File: config.mk
export PLATFORM = sky130hd
export DESIGN_NAME = fifo_v1
export DESIGN_NICKNAME = d
export VERILOG_FILES = /design/src/rtl/fifo_v1_pkg.sv /design/src/rtl/fifo_v1_ram.sv /design/src/rtl/fifo_v1.sv
export SDC_FILE = /design/constraint.sdc
export NUM_CORES = 1
export LEC_CHECK = 0
export ABC_CLOCK_PERIOD_IN_PS = 8340
export CAP_MARGIN = 20
export CORE_UTILIZATION = 30
export DETAILED_ROUTE_END_ITERATION = 6
export GPL_ROUTABILITY_DRIVEN = 0
export HOLD_SLACK_MARGIN = 0.06
export PLACE_DENSITY = 0.46
export SLEW_MARGIN = 20
export SYNTH_ARGS = -nofsm -noshare
export SYNTH_HDL_FRONTEND = slang
export SYNTH_HIERARCHICAL = 1
export SYNTH_SLANG_ARGS = --single-unit
File: constraint.sdc
create_clock -name clk -period 8.34 [get_ports clk]
set_input_delay 1.668 -clock clk [delete_from_list [all_inputs] [get_ports clk]]
set_output_delay 1.668 -clock clk [all_outputs]
set_load 0.02 [all_outputs]
File: src/rtl/fifo_v1_pkg.sv
// Shared defaults for the fifo_v1 slice: word width and address width.
// Optional sticky error flags are enabled by defining FIFO_ERR_FLAGS_EN.
package fifo_v1_pkg;
    localparam int FIFO_DEF_W = 8;
    localparam int FIFO_DEF_N = 4;
endpackage

File: src/rtl/fifo_v1_ram.sv
// Storage array for fifo_v1: 2**N x W, synchronous write port, asynchronous read port.
// Contents are never reset; the pointers in the parent decide what is valid.
module fifo_v1_ram
    import fifo_v1_pkg::*;
#(
    parameter int W = FIFO_DEF_W,
    parameter int N = FIFO_DEF_N
) (
    input  logic         clk,
    input  logic         we,
    input  logic [N-1:0] wa,
    input  logic [W-1:0] wd,
    input  logic [N-1:0] ra,
    output logic [W-1:0] rd
);
    logic [W-1:0] mem [2**N];

    always_ff @(posedge clk) begin
        if (we) begin
            mem[wa] <= wd;
        end
    end

    assign rd = mem[ra];
endmodule

File: src/rtl/fifo_v1.sv
// Single-clock show-ahead FIFO with empty/full/level status.
// Define FIFO_ERR_FLAGS_EN to add sticky ovf/udf outputs.
module fifo_v1
    import fifo_v1_pkg::*;
#(
    parameter int W = FIFO_DEF_W,
    parameter int N = FIFO_DEF_N
) (
    input  logic         clk,
    input  logic         rst_n,
    input  logic         we,
    input  logic [W-1:0] wd,
    input  logic         re,
    output logic [W-1:0] rd,
    output logic         empty,
    output logic         full,
`ifdef FIFO_ERR_FLAGS_EN
    output logic         ovf,
    output logic         udf,
`endif
    output logic [N:0]   level
);
    localparam int PW = N + 1;

    logic [PW-1:0] wptr;
    logic [PW-1:0] rptr;
    logic          wa;
    logic          ra;

    // Request/accept contract: a write is taken when we=1 and there is room
    // (or a read frees a slot in the same cycle); a read is taken when re=1
    // and a word is present. Requests that are not taken are dropped silently.
    assign empty = (wptr == rptr);
    assign full  = (wptr[N-1:0] == rptr[N-1:0]) && (wptr[N] != rptr[N]);
    assign level = wptr - rptr;

    assign wa = we & (~full | re);
    assign ra = re & ~empty;

    always_ff @(posedge clk or negedge rst_n) begin
        if (!rst_n) begin
            wptr <= '0;
            rptr <= '0;
        end else begin
            if (wa) begin
                wptr <= wptr + 1'b1;
            end
            if (ra) begin
                rptr <= rptr + 1'b1;
            end
        end
    end

`ifdef FIFO_ERR_FLAGS_EN
    always_ff @(posedge clk or negedge rst_n) begin
        if (!rst_n) begin
            ovf <= 1'b0;
            udf <= 1'b0;
        end else begin
            ovf <= ovf | (we & full & ~re);
            udf <= udf | (re & empty);
        end
    end
`endif

    fifo_v1_ram #(
        .W(W),
        .N(N)
    ) u_ram (
        .clk(clk),
        .we (wa),
        .wa (wptr[N-1:0]),
        .wd (wd),
        .ra (rptr[N-1:0]),
        .rd (rd)
    );
endmodule

After elaboration in Yosys (flattened, before gate mapping)
Memory sizes are Yosys's and may differ from the RTL's.
Cells that the tools add are included.
{ "word_totals": {"regBits": 10, "latchBits": 0, "mem_bits_rw": 128, "mem_bits_ro": 0, "in_bits": 12, "out_inout_bits": 15, "wordCells": 17, "n_memories": 1} }
{ "op_classes": {"n_addsub": 3, "n_mul": 0, "div": 0, "order_cmp": 0, "n_eq_ne": 3, "shifts": 0, "muxes": 2, "bitwise_logic": 5, "reduce_logical": 1} }
{ "mem_list": {"columns": ["memory", "depth", "word_bits", "read_ports", "rd_clocked_by_memory_dff", "wr", "line_no", "rtl"], "rows": [
  ["u_ram.mem", 16, 8, 1, 0, 1, "fifo_v1_ram.sv:16", "logic [W-1:0] mem [2**N];"]
]} }
{ "ops": {"columns": ["cell", "n"], "rows": [
  ["$add A5 B1 Y5 const B", 2],
  ["$eq A5 B5 Y1", 1],
  ["$sub A5 B5 Y5", 1],
  ["$eq A4 B4 Y1", 1],
  ["$and A1 B1 Y1", 2],
  ["$mux W1", 2],
  ["$not A1 Y1", 2],
  ["$logic_and A1 B1 Y1", 1],
  ["$ne A1 B1 Y1", 1],
  ["$or A1 B1 Y1", 1]
]} }

Depth between registers and ports, before layout
{ "depth": {"word_depth": 7, "mapped_depth": 7, "ltp_nobuf": 7} }

Modules after synthesis
The synthesis kept the hierarchy.
{ "modules_own_cells": {"columns": ["module", "instances", "cells_each", "area_each_um2", "seq_area_each_um2"], "rows": [
  ["fifo_v1_ram", 1, 221, 4987.3, 3843.7],
  ["fifo_v1", 1, 54, 601.8, 250.2]
]} }

Worst setup path before layout
No wires, ideal clock.
{ "synth_path": {"path_kind": "register to output", "start": "register wptr[0]", "end": "output level[4]", "arrival_time_ns": 1.691, "t_required_ns": 6.672, "setup_slack_ns": 4.981, "path_stages_with_launch": 8, "n_path_buf": 0, "cell_sequence": "dfrtp_1 inv_1 ha_1 inv_1 fa_1 a21o_1 a21oi_1 xnor2_1"} }
{ "synth_between": {"elab_chain_len": 1} }
{ "synth_lines": {"columns": ["element", "line_no", "rtl"], "rows": [
  ["start: declaration", "fifo_v1.sv:25", "logic [PW-1:0] wptr;"],
  ["start signal: assignment", "fifo_v1.sv:46", "wptr <= wptr + 1'b1;"],
  ["$sub A5 B5 Y5", "fifo_v1.sv:35", "assign level = wptr - rptr;"],
  ["end: declaration", "fifo_v1.sv:21", "output logic [N:0] level"]
]} }
Every way passes these cells.

Worst setup path after layout
{ "layout_path": {"start": "register rptr[0]", "end": "output rd[2]"} }
{ "layout_between": {"elab_chain_len": 1} }
{ "layout_lines": {"columns": ["element", "line_no", "rtl"], "rows": [
  ["start: declaration", "fifo_v1.sv:26", "logic [PW-1:0] rptr;"],
  ["start signal: assignment", "fifo_v1.sv:49", "rptr <= rptr + 1'b1;"],
  ["$mem_v2 Z16 W8", null, null],
  ["end: declaration", "fifo_v1.sv:14", "output logic [W-1:0] rd,"]
]} }
Every way passes these cells.

==> flow_summary.toml <==
[status]
outcome = "complete, but fails checks"
violations = "design-rule violations"

[power_and_ir_drop]
vdd_drop_max_v = 0.0003413
leakage_nw = 2.208
p_per_area_mw_per_mm2 = 384.1

[logic_synthesis]
syn_nets = 294
syn_avg_cell_area_um2 = 20.32
synth_ff_type = "edfxtp_1"
synth_top_area_cell = "edfxtp_1"
synth_cells = 275
yosys_register_bits = 138
yosysSeqAreaShare_pct = 73.25
synthTopCellsByArea = "edfxtp_1, mux4_2, mux4_1, dfrtp_1, a22oi_1"
synthArstFlopShare_pct = 7.246
synth_edf_count = 128
ys_types = 31
synth_warnings = 6
synth_top_area_share_pct = 68.77
syn-cell-area_mm2 = 0.005589

[run]
cap_violations = 0

[cells_and_area]
fin_nets = 335
drive_above_1_share_pct = 17.33
syn_to_final_growth_pct = 19.54
fillerInstances = 1653
layout_common_cells = "edfxtp_1, clkdlybuf4s50_1, mux4_2, clkbuf_16, a22oi_1"
final_area_mm2 = 0.006681
antenna_cells = 0
seq_area_mm2 = 0.004095
multi_input_area_mm2 = 0.001386
final_common_cell = "edfxtp_1"

[global_route]
grt_pass1_vias = 2827
use_met1_pct = 17.92
grt_remaining_overflow = 0
grt_pass1_wl_mm = 17.72
grtUsageMet2_pct = 20.17
met3_usage_pct = 3.602
antenna_found_initial = 0
grt_usage_pct = 13.09
busiest_layer = "met2"
grt_max_degree = 35

[floorplanning]
core_mm2 = 0.01809
start_util_pct = 30.90
io_pins = 27
die_h_um = 138.5
die_w_um = 138.5
die-area_mm2 = 0.01918
num_rows = 49

[critical_path]
crit_type = "register to output port"
r2r_cells = 7
crit_path_max_fanout = 32
regToRegSetupSlack_ns = 5.22
worstSetupEndpointType = "output port"
start_kind = "register"
critPathRequiredTime_ns = 6.67
arrival_ns = 2.99

[sta]
skew_ns = 0.006741
rsz0062_at_grt = "no"
setup_viol = 0
tightest_slew_ns = 1.067
tns_ns = 0
fmax_mhz = 214.9
drv_slew = 0
min_period_ns = 4.654
hold_viol_final = 0
max_slew_margin_pct = 28.61
min_period_over_period_pct = 55.80

[routing]
firstDrtPassIters = 7
routedWlPerCell_um = 20.86
final_antenna_net_count = 0
vias = 2766
drc_errors = 8
viasPerCell = 4.957
routed_wl_mm = 11.64
first_iter_violations = 186

[cts]
cts_hold_buf = 0
cts_max_level = 4
cts_resized = 0
clock_latency_ns = 0.41
cts_setup_buffers = 0
cts_sinks = 138
cts_tree = "yes"
clockBufferDepth = 2
cts_root_buf = "clkbuf_16"
numCtsBuffers = 17
clk_pin_slew_worst_paths_ns = 0.06

[hold_path]
hp-class = "register to register"
hold_depth = 1

[place]
dp_hpwl_mm = 7.323
port_buffers = 26
placed_cell_area_mm2 = 0.006096
sequential cells by signal (all words and copies together) (netlist names):
register / cells
u_ram/mem: 128
rptr: 5
wptr: 5
cell usage after synthesis, types with 4 or more instances:
| cell | count |
|---|---|
| nand2_1 | 12 |
| ha_1 | 6 |
| a22oi_1 | 16 |
| xnor2_1 | 10 |
| mux4_2 | 18 |
| dfrtp_1 | 10 |
| nor3_1 | 4 |
| edfxtp_1 | 128 |
| mux4_1 | 14 |
| nor2_1 | 15 |
| inv_1 | 6 |
| nand4_1 | 5 |
layer usage:
metal  vias to the layer above  routed length, µm
li1                       1216                  -
met5                         -                  0
met1                      1468               5570
met4                         0                136
met2                        72               5403
met3                        10                528
report_power, final:
part / switching (W) / internal, W
combinational: 0.000497 / 0.000419
clock: 0.000269 / 0.000466
sequential: 0.0000645 / 0.000851
total: 0.000830 / 0.00174
critical path, cell delays in order (launching register included):
cell,delay [ns]
dfrtp_2,0.41
buf_4,0.54
mux4_1,0.65
a22oi_1,0.31
nand2_1,0.10
clkdlybuf4s50_1,0.55
cell type report:
type | count | area share [%]
Sequential cell | 138 | 61.29
Multi-Input combinational cell | 121 | 20.75
Clock buffer | 19 | 6.479
Timing Repair Buffer | 32 | 4.569
Inverter | 6 | 0.3371
Clock inverter | 13 | 2.285
Tap cell | 229 | 4.288
kinds of logic (layout without fill, tap and decap cells):
group / count (synthesis) / in the layout / share of synthesized area, %
XOR/XNOR: 13 / 13 / 2.037
AO/OA/AOI/OAI: 23 / 23 / 3.134
flip-flops: 138 / 138 / 73.25
AND/OR/NAND/NOR: 45 / 45 / 3.828
multiplexers: 33 / 33 / 14.10
buffers and inverters: 16 / 70 / 1.948
adder cells (fa/ha/maj): 7 / 7 / 1.701
stage by stage:
| step | worst slack (ns) | std cells | util [%] | total power, W | hold slack [ns] |
|---|---|---|---|---|---|
| floorplan | 4.981 | 275 | - | 0.001519 | 0.5011 |
| detailed placement | 4.076 | 526 | 33.70 | 0.001855 | 0.5116 |
| CTS | 3.629 | 558 | 36.94 | 0.002599 | 0.5183 |
| global placement | 4.093 | 526 | 33.70 | 0.001856 | 0.5008 |
| finish | 3.686 | 558 | 36.94 | 0.002566 | 0.5172 |
| global route | 3.522 | 558 | 36.94 | 0.002697 | 0.5335 |
path summary, 6_finish.rpt:
kind,endpoint,start
max,rd[2],rptr[0]
min,rptr[0],rptr[0]
max reg2reg,u_ram/mem[0][6],rptr[2]
min reg2reg,rptr[0],rptr[0]
max in group asynchronous,rptr[0],rst_n
min in group asynchronous,rptr[4],rst_n
Power figures use the tool's default switching activity.
